`src/rtl/io_pkg.sv`:
```
// io_pkg: shared definitions for the I/O responder.
// FSM state type, request op-codes, BCD digit width and double-dabble
// step helper used by io_responder and its button front end.
package io_pkg;

  typedef enum logic [2:0] {
    IDLE,
    WAIT_PRESS,
    WAIT_RELEASE,
    CONVERT,
    DONE
  } ioState_t;

  localparam logic [1:0] IO_OP_IN  = 2'b01;
  localparam logic [1:0] IO_OP_OUT = 2'b10;

  localparam int BCD_W      = 4;
  localparam int CONV_ITERS = 10;
  localparam int BIN_W      = 10;
  localparam int DAB_W      = 3 * BCD_W + BIN_W;

  typedef logic [DAB_W-1:0] dabble_t;

  // One shift-add-3 iteration: correct every BCD digit >= 5, then shift the
  // whole {hundreds, tens, units, binary} vector left by one.
  function automatic dabble_t dabbleStep(input dabble_t cur);
    dabble_t tmp;
    tmp = cur;
    for (int d = 0; d < 3; d++) begin
      if (tmp[BIN_W + d*BCD_W +: BCD_W] >= 4'd5) begin
        tmp[BIN_W + d*BCD_W +: BCD_W] = tmp[BIN_W + d*BCD_W +: BCD_W] + 4'd3;
      end
    end
    return tmp << 1;
  endfunction

endpackage

```
`src/rtl/botao_debounce.sv`:
```
// botao_debounce: two-flop synchronizer for the raw push button plus an
// optional stability filter. Only the stable level leaves this block; the
// responder FSM decides what a press or release means.
// Build option: define IO_DEBOUNCE_EN to require DEBOUNCE_CYCLES consecutive
// differing synchronized samples before the output level follows the pin.
module botao_debounce #(
  parameter int DEBOUNCE_CYCLES = 4
) (
  input  logic clk,
  input  logic reset,
  input  logic botao,
  output logic level
);

  logic syncMeta;
  logic syncOut;

  // Two-flop synchronizer for the asynchronous button pin.
  always_ff @(posedge clk or negedge reset) begin
    if (!reset) begin
      syncMeta <= 1'b0;
      syncOut  <= 1'b0;
    end else begin
      syncMeta <= botao;
      syncOut  <= syncMeta;
    end
  end

  if (DEBOUNCE_CYCLES < 1) begin : gBadCycles
    $error("botao_debounce: DEBOUNCE_CYCLES must be at least 1");
  end

`ifdef IO_DEBOUNCE_EN
  localparam int CNT_W = $clog2(DEBOUNCE_CYCLES + 1);
  localparam logic [CNT_W-1:0] CNT_LAST = CNT_W'(DEBOUNCE_CYCLES - 1);

  logic [CNT_W-1:0] cntReg;
  logic             stableReg;

  // Count consecutive samples that disagree with the accepted level; any
  // agreeing sample restarts the count, so short glitches never get through.
  always_ff @(posedge clk or negedge reset) begin
    if (!reset) begin
      cntReg    <= '0;
      stableReg <= 1'b0;
    end else if (syncOut == stableReg) begin
      cntReg <= '0;
    end else if (cntReg == CNT_LAST) begin
      stableReg <= syncOut;
      cntReg    <= '0;
    end else begin
      cntReg <= cntReg + CNT_W'(1);
    end
  end

  assign level = stableReg;
`else
  assign level = syncOut;
`endif

endmodule

```
`src/rtl/io_responder.sv`:
```
// io_responder: CPU I/O request responder. IN waits for one full button
// press/release and returns the switch bank; OUT converts a value to three
// BCD digits (saturating to 999 with ovf above DISP_MAX); other op-codes
// complete immediately. Build option IO_DEBOUNCE_EN enables the button filter.
module io_responder
  import io_pkg::*;
#(
  parameter int DEBOUNCE_CYCLES = 4,
  parameter int DISP_MAX        = 999
) (
  input  logic             clk,
  input  logic             reset,
  input  logic             req_valid,
  input  logic [1:0]       req_op,
  input  logic [31:0]      req_data,
  output logic             req_ready,
  output logic             rsp_valid,
  output logic [31:0]      rsp_data,
  output logic             cpu_stall,
  input  logic             botao,
  input  logic [3:0]       chaves,
  output logic [BCD_W-1:0] unidade,
  output logic [BCD_W-1:0] dezena,
  output logic [BCD_W-1:0] centena,
  output logic             ovf
);

  localparam int ITER_W = $clog2(CONV_ITERS);

  ioState_t          stateReg, stateNext;
  dabble_t           dabbleReg, dabbleNext, dabbleStepped;
  logic [ITER_W-1:0] iterReg, iterNext;
  logic [3:0]        inDataReg, inDataNext;
  logic [BCD_W-1:0]  uniReg, uniNext, dezReg, dezNext, cenReg, cenNext;
  logic              ovfReg, ovfNext;
  logic              rspValidReg, rspValidNext;
  logic              stallReg, stallNext;
  logic              btnLevel;

  botao_debounce #(
    .DEBOUNCE_CYCLES(DEBOUNCE_CYCLES)
  ) uDebounce (
    .clk  (clk),
    .reset(reset),
    .botao(botao),
    .level(btnLevel)
  );

  assign dabbleStepped = dabbleStep(dabbleReg);

  // State and datapath registers; everything clears on reset so an in-flight
  // request is dropped without a response.
  always_ff @(posedge clk or negedge reset) begin
    if (!reset) begin
      stateReg    <= IDLE;
      dabbleReg   <= '0;
      iterReg     <= '0;
      inDataReg   <= '0;
      uniReg      <= '0;
      dezReg      <= '0;
      cenReg      <= '0;
      ovfReg      <= 1'b0;
      rspValidReg <= 1'b0;
      stallReg    <= 1'b0;
    end else begin
      stateReg    <= stateNext;
      dabbleReg   <= dabbleNext;
      iterReg     <= iterNext;
      inDataReg   <= inDataNext;
      uniReg      <= uniNext;
      dezReg      <= dezNext;
      cenReg      <= cenNext;
      ovfReg      <= ovfNext;
      rspValidReg <= rspValidNext;
      stallReg    <= stallNext;
    end
  end

  // Next-state and datapath updates; requests are only looked at in IDLE.
  always_comb begin
    stateNext    = stateReg;
    dabbleNext   = dabbleReg;
    iterNext     = iterReg;
    inDataNext   = inDataReg;
    uniNext      = uniReg;
    dezNext      = dezReg;
    cenNext      = cenReg;
    ovfNext      = ovfReg;
    rspValidNext = 1'b0;
    stallNext    = stallReg;

    // The stall covers the response cycle itself and drops right after it.
    if (rspValidReg) begin
      stallNext = 1'b0;
    end

    case (stateReg)
      IDLE: begin
        if (req_valid) begin
          inDataNext = '0;
          if (req_op == IO_OP_IN) begin
            stateNext = WAIT_PRESS;
            stallNext = 1'b1;
          end else if (req_op == IO_OP_OUT) begin
            if (req_data > 32'(DISP_MAX)) begin
              uniNext   = 4'd9;
              dezNext   = 4'd9;
              cenNext   = 4'd9;
              ovfNext   = 1'b1;
              stateNext = DONE;
            end else begin
              dabbleNext = {{(3*BCD_W){1'b0}}, req_data[BIN_W-1:0]};
              iterNext   = '0;
              stateNext  = CONVERT;
            end
          end else begin
            stateNext = DONE;
          end
        end
      end
      WAIT_PRESS: begin
        if (btnLevel) begin
          inDataNext = chaves;
          stateNext  = WAIT_RELEASE;
        end
      end
      WAIT_RELEASE: begin
        if (!btnLevel) begin
          stateNext = DONE;
        end
      end
      CONVERT: begin
        dabbleNext = dabbleStepped;
        iterNext   = iterReg + ITER_W'(1);
        // Digits are published only from the final iteration so the
        // displays never show a partial conversion.
        if (iterReg == ITER_W'(CONV_ITERS - 1)) begin
          uniNext   = dabbleStepped[BIN_W +: BCD_W];
          dezNext   = dabbleStepped[BIN_W + BCD_W +: BCD_W];
          cenNext   = dabbleStepped[BIN_W + 2*BCD_W +: BCD_W];
          ovfNext   = 1'b0;
          stateNext = DONE;
        end
      end
      DONE: begin
        rspValidNext = 1'b1;
        stateNext    = IDLE;
      end
      default: begin
        stateNext = IDLE;
      end
    endcase
  end

  assign req_ready = (stateReg == IDLE);
  assign rsp_valid = rspValidReg;
  assign rsp_data  = {28'd0, inDataReg};
  assign cpu_stall = stallReg;
  assign unidade   = uniReg;
  assign dezena    = dezReg;
  assign centena   = cenReg;
  assign ovf       = ovfReg;

endmodule

```
`config.mk`:
```
export PLATFORM = sky130hd
export DESIGN_NAME = io_responder
export DESIGN_NICKNAME = d
export VERILOG_FILES = /design/src/rtl/io_pkg.sv /design/src/rtl/botao_debounce.sv /design/src/rtl/io_responder.sv
export SDC_FILE = /design/constraint.sdc
export NUM_CORES = 1
export LEC_CHECK = 0
export BUFFER_PORTS_ARGS = -buffer_cell sky130_fd_sc_hd__clkbuf_2
export CAP_MARGIN = 20
export CORE_MARGIN = 5
export CORE_UTILIZATION = 46
export CTS_CLUSTER_DIAMETER = 120
export CTS_CLUSTER_SIZE = 16
export DETAILED_ROUTE_END_ITERATION = 8
export PLACE_DENSITY = 0.86
export SYNTH_ARGS = -nofsm -noshare
export SYNTH_HDL_FRONTEND = slang
export SYNTH_SLANG_ARGS = --single-unit
export TNS_END_PERCENT = 50
```
`constraint.sdc`:
```
create_clock -name clk -period 2.1 [get_ports clk]
set_input_delay 0.315 -clock clk [delete_from_list [all_inputs] [get_ports clk]]
set_output_delay 0.315 -clock clk [all_outputs]
set_load 0.01 [all_outputs]
```
## After elaboration in Yosys (flattened, before gate mapping)

Index checks and enable logic that the tools add are counted.

| storage, ports and cells | value |
|---|---|
| register bits after elaboration | 50 |
| output and inout port bits | 48 |
| word-level logic and storage cells | 87 |

| cells by class | value |
|---|---|
| add/subtract/negate cells | 4 |
| magnitude comparators | 4 |
| equality and inequality tests | 15 |
| multiplexer cells | 45 |
| reduce and logical (&&, ||, !) cells | 7 |

Operators with widths:

| operator | number |
|---|---|
| 22-bit two-way mux | 4 |
| 4-bit two-way mux | 15 |
| 22-bit case mux with 2 select lines | 1 |
| 4-bit case mux with 2 select lines | 5 |
| 32-bit by 10-bit > comparator with 1-bit output (second input constant) | 1 |
| 3-bit two-way mux | 8 |
| 4-bit by 3-bit >= comparator with 1-bit output (second input constant) | 3 |
| 3-bit case mux with 4 select lines | 1 |
| 1-bit two-way mux | 10 |
| 2-bit != test (second input constant) | 5 |
| 4-bit by 2-bit adder with 4-bit output (second input constant) | 2 |
| 3-bit by 2-bit == test with 1-bit output (second input constant) | 2 |
| 2-bit by 1-bit != test with 1-bit output (second input constant) | 3 |
| 6-bit AND reduction | 1 |
| 5-bit AND reduction | 1 |
| 4-bit by 1-bit adder with 4-bit output (second input constant) | 1 |
| 4-bit == test (second input constant) | 1 |
| 4-bit AND reduction | 1 |
| 2-bit nonzero test | 2 |
| 3-bit by 2-bit adder with 3-bit output (second input constant) | 1 |
| 3-bit by 1-bit == test with 1-bit output (second input constant) | 1 |
| 3-bit == test (second input constant) | 1 |
| 3-bit zero test | 1 |
| 3-bit AND reduction | 1 |
| 3 further kinds | 3 |

## Logic depth before layout (Yosys ltp)

Gate-level depths: netlist (run 1).

| depth | value |
|---|---|
| depth after elaboration | 6 |
| depth in mapped cells | 8 |
| mapped depth without buffers | 7 |

## Cells and area by module

A second synthesis (run 1) with hierarchy kept.

| second synthesis, totals | value |
|---|---|
| cell total of the unflattened synthesis | 270 |
| area, all modules | 2,755.1 µm² |

By module, submodules not included:

| module | instances | cells each | area each (µm²) | sequential area each (µm²) |
|---|---|---|---|---|
| io_responder | 1 | 268 | 2,705.1 | 1,201.2 |
| botao_debounce | 1 | 2 | 50.0 | 50.0 |

## Worst setup path before layout (run 1)

No wires, ideal clock.

| path | value |
|---|---|
| path type | input to register |
| start point | input port req_data[25] |
| end point | register dabbleReg[11] |
| arrival time | 2.185 ns |
| path slack | -0.223 ns |
| stages on the path | 6 |
| cell sequence | or4_4 > or4b_1 > or3_4 > a21oi_4 > buf_4 > o22ai_1 |

| between the ends | value |
|---|---|
| longest elaborated chain between the ends | 3 |

Ends and longest elaborated chain:

| item | line | source |
|---|---|---|
| start, declared | io_responder.sv:15 | `input logic [31:0] req_data,` |
| 32-bit by 10-bit > comparator with 1-bit output | io_responder.sv:105 | `if (req_data > 32'(DISP_MAX)) begin` |
| 2-bit != test (no source line) | -- |  |
| 5-bit AND reduction (no source line) | -- |  |
| end signal, assigned | io_responder.sv:67 | `dabbleReg <= dabbleNext;` |
| end, declared | io_responder.sv:31 | `dabble_t dabbleReg, dabbleNext, dabbleStepped;` |

No other way between the ends.
A chain may end at the register's enable or synchronous reset.

## Worst setup path in the final report (run 1)

| path | value |
|---|---|
| start point | input port req_data[25] |
| end point | register dabbleReg[0] |

The elaborated chain is that of the path after synthesis.

==> results of run 1 <==
[layout make-up]
| class | count | area share, % |
|---|---|---|
| Multi-Input combinational cell | 182 | 37.9 |
| Tap cell | 72 | 2.86 |
| Inverter | 27 | 3.22 |
| Clock inverter | 2 | 0.397 |
| Clock buffer | 6 | 2.62 |
| Timing Repair Buffer | 74 | 13.3 |
| Sequential cell | 50 | 39.7 |
[sequential cells by signal, indices dropped and copies added, names as in the netlist, 3 cells and up]
| name | flops |
|---|---|
| dabbleReg | 22 |
| unidade | 4 |
| stateReg | 3 |
| iterReg | 4 |
| inDataReg | 4 |
| centena | 4 |
| dezena | 4 |
[kinds of logic (layout without fill, tap and decap cells)]
logic type      Yosys count  count (layout)  share of synthesized area (%)
flops                    50              50                           46.6
mux                      16              16                           6.38
xor+xnor                  3               3                          0.978
compound gates           55              55                           14.4
buf+inv                  62             109                           13.0
other cells               1              28                          0.140
simple gates             72              72                           14.7
fa+ha+maj                 8               8                           3.73
[placed cells by master (no fill, tap or decap), types with 4 or more instances in the layout]
master    netlist  routed
a21o_1          4       4
a21oi_1         5       5
buf_4          29      11
clkbuf_2        0      61
clkbuf_8        0       6
conb_1          1      28
dfrtp_1        50      50
ha_1            8       8
inv_1          27      27
mux2_2          9       9
mux2i_1         7       7
nand2_1        12      12
nand3_1        10      10
nor2_1         10      10
nor2b_1         4       4
nor3_1          5       5
nor4_1          5       5
o21ai_0        19      18
o221a_2         9       8
o22ai_1         5       5
or2_2           9       9
or3_1           4       4
[per-stage QoR]
step | hold WS [ps] | setup TNS, ps | cells | utilization [%]
final | 117 | 0 | 413 | 56.2
after CTS | 115 | 0 | 413 | 56.0
after global placement | 232 | -6420 | 404 | 54.1
after floorplan | 19.4 | -4990 | 294 | -
after detailed placement | 241 | -7310 | 404 | 54.1
after global routing | 107 | -164 | 413 | 56.2
[power breakdown]
group          switching, mW  total, mW  internal [mW]
registers              0.112       1.22           1.10
logic                  0.358      0.644          0.285
clock network          0.321      0.586          0.265
[per-layer routing]
metal | track usage [%] | routed length [um] | up-vias | share of wire (%)
met4 | 2.97 | 46 | 0 | 0.80
met3 | 3.99 | 376 | 9 | 6.5
met5 | 0 | 0 | - | 0
met2 | 27.5 | 2820 | 75 | 49
met1 | 20.7 | 2500 | 1014 | 44
li1 | - | - | 1017 | -
[repair_timing]
item,CTS,global route
hold endpoints to repair,12,0
hold buffers,1,0
resized for setup,0,1
setup endpoints to repair,0,10
[worst max path at each step]
stage,end,start,slack (ps)
3_5_place_dp,dabbleReg[0],req_data[25],-300
4_1_cts,dabbleReg[5],req_data[25],20
6_report,dabbleReg[0],req_data[25],20
2_1_floorplan,dabbleReg[11],req_data[25],-200
3_3_place_gp,dabbleReg[0],req_data[25],-260
5_1_grt,dabbleReg[0],req_data[25],-40
==> flow_summary_export.csv, run 1 <==
group,metric,value,unit
status,outcome,"complete, no violations",
floorplanning,dieArea,7470,um2
worst_setup_path,cpPeakStageDelay,530,ps
timing,skew,5.13,ps
synthesis,synth-edff-count,0,
synthesis,yosys-top-cells-count,"50 x dfrtp_1, 29 x buf_4, 27 x inv_1",
hold_path,hp-class,"primary input to register",
routing,drtPass1Iterations,4,
cells_and_area,area_delta_synth_final,17.3,%
floorplanning,die_x,86.4,um
hold_path,holdPathEnd,"uDebounce.syncMeta",
worst_setup_path,worst-setup-path-type,"primary input to register",
place,detailed_place.area,3040,um2
synthesis,synth.avg_cell_area,10.1,um2
clock_tree,cts_htree_levels,2,
power_and_ir_drop,p_leak,1.41,nW
timing,max_freq,480,MHz
timing,min_period,2080,ps
place,gp_congestion,0.810,
floorplanning,start_util,47.9,%
synthesis,async_reset_ff_share,100,%
clock_tree,cts_tree,"done",
floorplanning,num_io_pins,90,
clock_tree,cts.path.max_buffers,2,
cells_and_area,antenna_cells,0,
worst_setup_path,crit_arrival,2320,ps
power_and_ir_drop,power_density,776,nW/um2
floorplanning,die_y,86.4,um
global_routing,grt_first_pass_wirelength,9680,um
clock_tree,cts_setup_buffers,0,
floorplanning,core.rowCount,27,
timing,finalSetupViolCount,0,
synthesis,ys_top_cells_by_area,"dfrtp_1 47%, buf_4 8.1%, inv_1 3.8%",
clock_tree,clk_latency,300,ps
routing,vias,2115,
synthesis,yosysUniqueCellTypes,40,
routing,drt-total-wl,5750,um
routing,ant_nets,0,
timing,drv_slew,0,
global_routing,gr-total-overflow,0,
routing,drc,0,
worst_setup_path,critPathMaxFanout,26,
routing,viasPerCell,5.12,
hold_path,hp-start,"botao",
power_and_ir_drop,power.total,2.45,mW
cells_and_area,design_area,3150,um2
synthesis,netlist_instances,267,
place,io_buffers,61,
synthesis,yosys.cell_count.top_type,"dfrtp_1",
job,cap_violations,0,
global_routing,grt_pass1_vias,2146,
timing,finalCritPeriodShare,99.2,%
global_routing,grt_max_degree,27,
clock_tree,numCtsBuffers,5,
worst_setup_path,crit_path_end_kind,"register",
global_routing,grt_usage,16.0,%
timing,rsz0062_at_grt,"true",
timing,setup_slack,16.7,ps
timing,finalHoldViolations,0,
routing,routedWlPerCell,13.9,um
worst_setup_path,startpoint_type,"primary input",
worst_setup_path,path_buf_inv,2,
worst_setup_path,r2r.worst_path.cells,8,
hold_path,holdPathStages,1,
cells_and_area,n_fill_cell,495,
synthesis,synth_ff_type,"dfrtp_1",
floorplanning,core_area,5610,um2
worst_setup_path,r2r_setup_slack,250,ps
synthesis,yosysTopAreaCellShare,46.6,%
synthesis,synth_top_area_cell,"dfrtp_1",
synthesis,ys.warnings.count,0,
cells_and_area,multi_input_area,1190,um2
clock_tree,cts.sinks,50,
cells_and_area,drive_gt1_share,32.8,%
worst_setup_path,critPathTopFamily,"simple AND/OR/NAND/NOR gates",
synthesis,synth_seq_cells,50,
routing,drt-initial-drc-count,108,
worst_setup_path,worstReg2RegEnd,"unidade[1]",
worst_setup_path,reg2reg_from,"iterReg[1]",
worst_setup_path,worstPathRequired,2330,ps
global_routing,antenna_found_initial,0,
place,hpwl,4420,um
worst_setup_path,path_depth,7,
worst_setup_path,path_cells,"clkbuf_2, or4_4, or4b_1, or3_4, a21oi_4, buf_12, mux2i_1",
power_and_ir_drop,ir_drop,0.000440,V
clock_tree,cts_root_buf,"clkbuf_8",
clock_tree,path_clk_slew,90,ps
cells_and_area,final_nets,390,
worst_setup_path,critPathSlowestCell,"or4_4",
synthesis,synth_area,2690,um2
place,dp_slack,-299,ps
synthesis,synth_seq_area_share,46.6,%
cells_and_area,seq_area,1250,um2
No activity file was read; power rests on OpenSTA's default activity.
==> run 2: changes to the inputs <==
--- a/config.mk
+++ b/config.mk
@@ -5,15 +5,17 @@
 export SDC_FILE = /design/constraint.sdc
 export NUM_CORES = 1
 export LEC_CHECK = 0
+export ABC_AREA = 1
 export BUFFER_PORTS_ARGS = -buffer_cell sky130_fd_sc_hd__clkbuf_2
 export CAP_MARGIN = 20
 export CORE_MARGIN = 5
-export CORE_UTILIZATION = 46
+export CORE_UTILIZATION = 47
 export CTS_CLUSTER_DIAMETER = 120
 export CTS_CLUSTER_SIZE = 16
 export DETAILED_ROUTE_END_ITERATION = 8
-export PLACE_DENSITY = 0.86
+export PLACE_DENSITY = 0.77
 export SYNTH_ARGS = -nofsm -noshare
 export SYNTH_HDL_FRONTEND = slang
+export SYNTH_HIERARCHICAL = 1
 export SYNTH_SLANG_ARGS = --single-unit
 export TNS_END_PERCENT = 50
==> run 2 against run 1 <==
  * Utilization down 3.0 points
  * Sequential share of layout area decreased by 2.2 points
  * Via count rose by 21%
  * Global-route usage grew 0.64 points
  * Combinational power increased to 2.7 times the previous value
  * Count of clock-buffer cells in the layout up 1
  * Setup slack improved by 270 ps
  * Final cell count is 31% higher
  * Die area rose by 7.6%
  * Area after synthesis up 11%
  * Critical path depth is 1 higher
  * Critical endpoint is now centena[2]
  * Largest cell class is now multi-input combinational cells
==> flow_summary_export.csv, run 2 <==
group,metric,value,unit
cells_and_area,layout_common_cells,"158 x nand2_1, 61 x clkbuf_2, 50 x dfrtp_1",
cells_and_area,drive_gt1_share,20.2,%
synthesis,synth_area,2980,um2
timing,skew,7.35,ps
global_routing,grt_first_pass_wirelength,10600,um
timing,drv_slew,0,
cells_and_area,layout_commonest_cell,"nand2_1",
synthesis,netlist_instances,405,
worst_setup_path,worst-setup-path-type,"register to register",
synthesis,synth.avg_cell_area,7.36,um2
routing,viasPerCell,4.71,
routing,drtPass1Iterations,6,
job,cap_violations,0,
timing,slew_headroom,58.7,%
worst_setup_path,critPathMaxFanout,15,
floorplanning,dieArea,8040,um2
place,hpwl,4790,um
worst_setup_path,critPathSlowestCell,"dfrtp_1",
cells_and_area,antenna_cells,0,
worst_setup_path,r2r_setup_slack,280,ps
routing,drt-initial-drc-count,148,
synthesis,synthSimpleGateAreaFrac,35.5,%
worst_setup_path,path_cells,"nor2_2, nand2_2, nand2_1, nand2_2, nor2_8, nand4_4, nand2_1, nand2_1",
worst_setup_path,critPathTopFamily,"simple AND/OR/NAND/NOR gates",
synthesis,ys_top_cells_by_area,"dfrtp_1 42%, nand2_1 20%, buf_4 8.1%",
clock_tree,cts.sinks,50,
worst_setup_path,worstPathRequired,2290,ps
routing,drt-total-wl,6200,um
timing,rsz0062_at_grt,"false",
worst_setup_path,cpPeakStageDelay,430,ps
power_and_ir_drop,ir_drop,0.000731,V
routing,routedWlPerCell,11.4,um
status,outcome,"complete, no violations",
cells_and_area,area_delta_synth_final,12.0,%
synthesis,yosys.cell_count.top_type,"nand2_1",
place,detailed_place.area,3230,um2
global_routing,antenna_found_initial,0,
floorplanning,core_area,6280,um2
floorplanning,start_util,47.5,%
global_routing,grt_pass1_vias,2451,
synthesis,synth-edff-count,0,
synthesis,yosys-top-cells-count,"158 x nand2_1, 50 x dfrtp_1, 34 x inv_1",
floorplanning,die_x,89.7,um
timing,finalCritPeriodShare,86.6,%
floorplanning,num_io_pins,90,
worst_setup_path,crit_path_end_kind,"register",
timing,max_freq,550,MHz
clock_tree,hold_buffers,0,
hold_path,hp-class,"primary input to asynchronous set/reset pin",
power_and_ir_drop,power.total,3.77,mW
synthesis,synth_compound_area_share,4.32,%
timing,finalSetupViolCount,0,
synthesis,synth_top_family_by_area,"simple AND/OR/NAND/NOR gates",
power_and_ir_drop,power_density,1130,nW/um2
cells_and_area,largest_register_ffs,22,
place,gp_congestion,0.802,
synthesis,synth_seq_cells,50,
worst_setup_path,r2r.worst_path.cells,8,
floorplanning,die_y,89.7,um
synthesis,ys.warnings.count,6,
clock_tree,cts_setup_buffers,0,
synthesis,synth_top_area_cell,"dfrtp_1",
routing,ant_nets,0,
synthesis,yosysUniqueCellTypes,29,
synthesis,synth_seq_area_share,42.0,%
global_routing,grt_usage,16.7,%
clock_tree,cts.path.max_buffers,2,
clock_tree,cts_htree_levels,2,
worst_setup_path,reg2reg_from,"stateReg[2]",
clock_tree,cts_root_buf,"clkbuf_8",
clock_tree,clk_latency,300,ps
synthesis,async_reset_ff_share,100,%
synthesis,synth_ff_type,"dfrtp_1",
worst_setup_path,path_buf_inv,0,
timing,finalHoldViolations,0,
power_and_ir_drop,p_leak,1.89,nW
place,io_buffers,61,
synthesis,synth_xor_area_share,0.294,%
global_routing,grt_max_degree,51,
routing,vias,2559,
worst_setup_path,startpoint_type,"register",
routing,drc,0,
worst_setup_path,worstReg2RegEnd,"centena[2]",
global_routing,gr-total-overflow,0,
worst_setup_path,path_common_cell,"nand2_1",
timing,min_period,1820,ps
cells_and_area,regMostFlops,"dabbleReg",
clock_tree,post_cts_resized,0,
cells_and_area,final_nets,515,
clock_tree,cts_tree,"done",
synthesis,synth_fa_ha_area_share,3.36,%
worst_setup_path,crit_arrival,2000,ps
floorplanning,core.rowCount,29,
clock_tree,numCtsBuffers,5,
synthesis,yosysTopAreaCellShare,42.0,%
synthesis,muxShareOfSynthArea,0,%
clock_tree,path_clk_slew,90,ps
timing,worst_pin_slew,619,ps
cells_and_area,design_area,3340,um2
timing,fin_setup_tns,0,ps
## run 2: cell count changes after synthesis, moves of 5 or more
cell	change
nand2_1	+146
nor2_1	+21
nand4_1	+11
nand3_1	+10
mux2_2	-9
o221a_2	-9
inv_1	+7
mux2i_1	-7
nand2_2	+7
o21ai_0	-6
nor4_1	-5
or2_2	-5
## run 2: how the worst max path moves through the flow
stage / from / to / slack, ps / cells past startpoint
after detailed placement: stateReg[2] / centena[2] / 310 / 8
after global placement: req_data[31] / dabbleReg[21] / 350 / 10
after CTS: stateReg[2] / centena[2] / 280 / 8
final: stateReg[2] / centena[2] / 280 / 8
after floorplan: req_data[31] / dabbleReg[18] / 640 / 10
after global routing: stateReg[2] / dezena[0] / 140 / 8
## run 2: per-layer routing
layer | share of wire (%) | up-vias | wire length (um) | global-route usage (%)
li1 | - | 1317 | - | -
met1 | 44 | 1151 | 2720 | 20.1
met2 | 49 | 79 | 3020 | 29.6
met3 | 5.3 | 12 | 326 | 2.83
met4 | 2.1 | 0 | 133 | 6.22
met5 | 0 | - | 0 | 0
## run 2: cell type report
cell class              instances  area [um2]
clock buffers                   7        76.3
clock inverters                 1        30.0
fillers                       604        2940
inverters                      38         143
multi-input cells             304        1400
flip-flops and latches         50        1250
well taps                      77        96.3
repair buffers                 66         343
## run 2: power by group
group          internal [mW]  switching (mW)
Clock                  0.357           0.307
Combinational          0.548            1.16
Sequential              1.23           0.167
## run 2: per-stage QoR
step                std cells  hold slack [ps]  setup WS (ps)  util [%]
floorplan                 432             19.4            642         -
global placement          535              361            352      51.5
detailed placement        535              368            306      51.5
CTS                       543              110            281      53.2
global route              543              107            137      53.2
finish                    543              115            282      53.2
## run 2: kinds of logic after synthesis
group	after synthesis
flip-flops	50
adder cells (fa/ha/maj)	8
other	1
buffers and inverters	78
XOR/XNOR	1
AO/OA/AOI/OAI	24
AND/OR/NAND/NOR	243
## run 2: worst reg2reg max path, cell delays in order (launching register included)
cell     delay (ps)
dfrtp_1         430
nor2_2          160
nand2_2         220
nand2_1         150
nand2_2         100
nor2_8          220
nand4_4         250
nand2_1         120
nand2_1          70
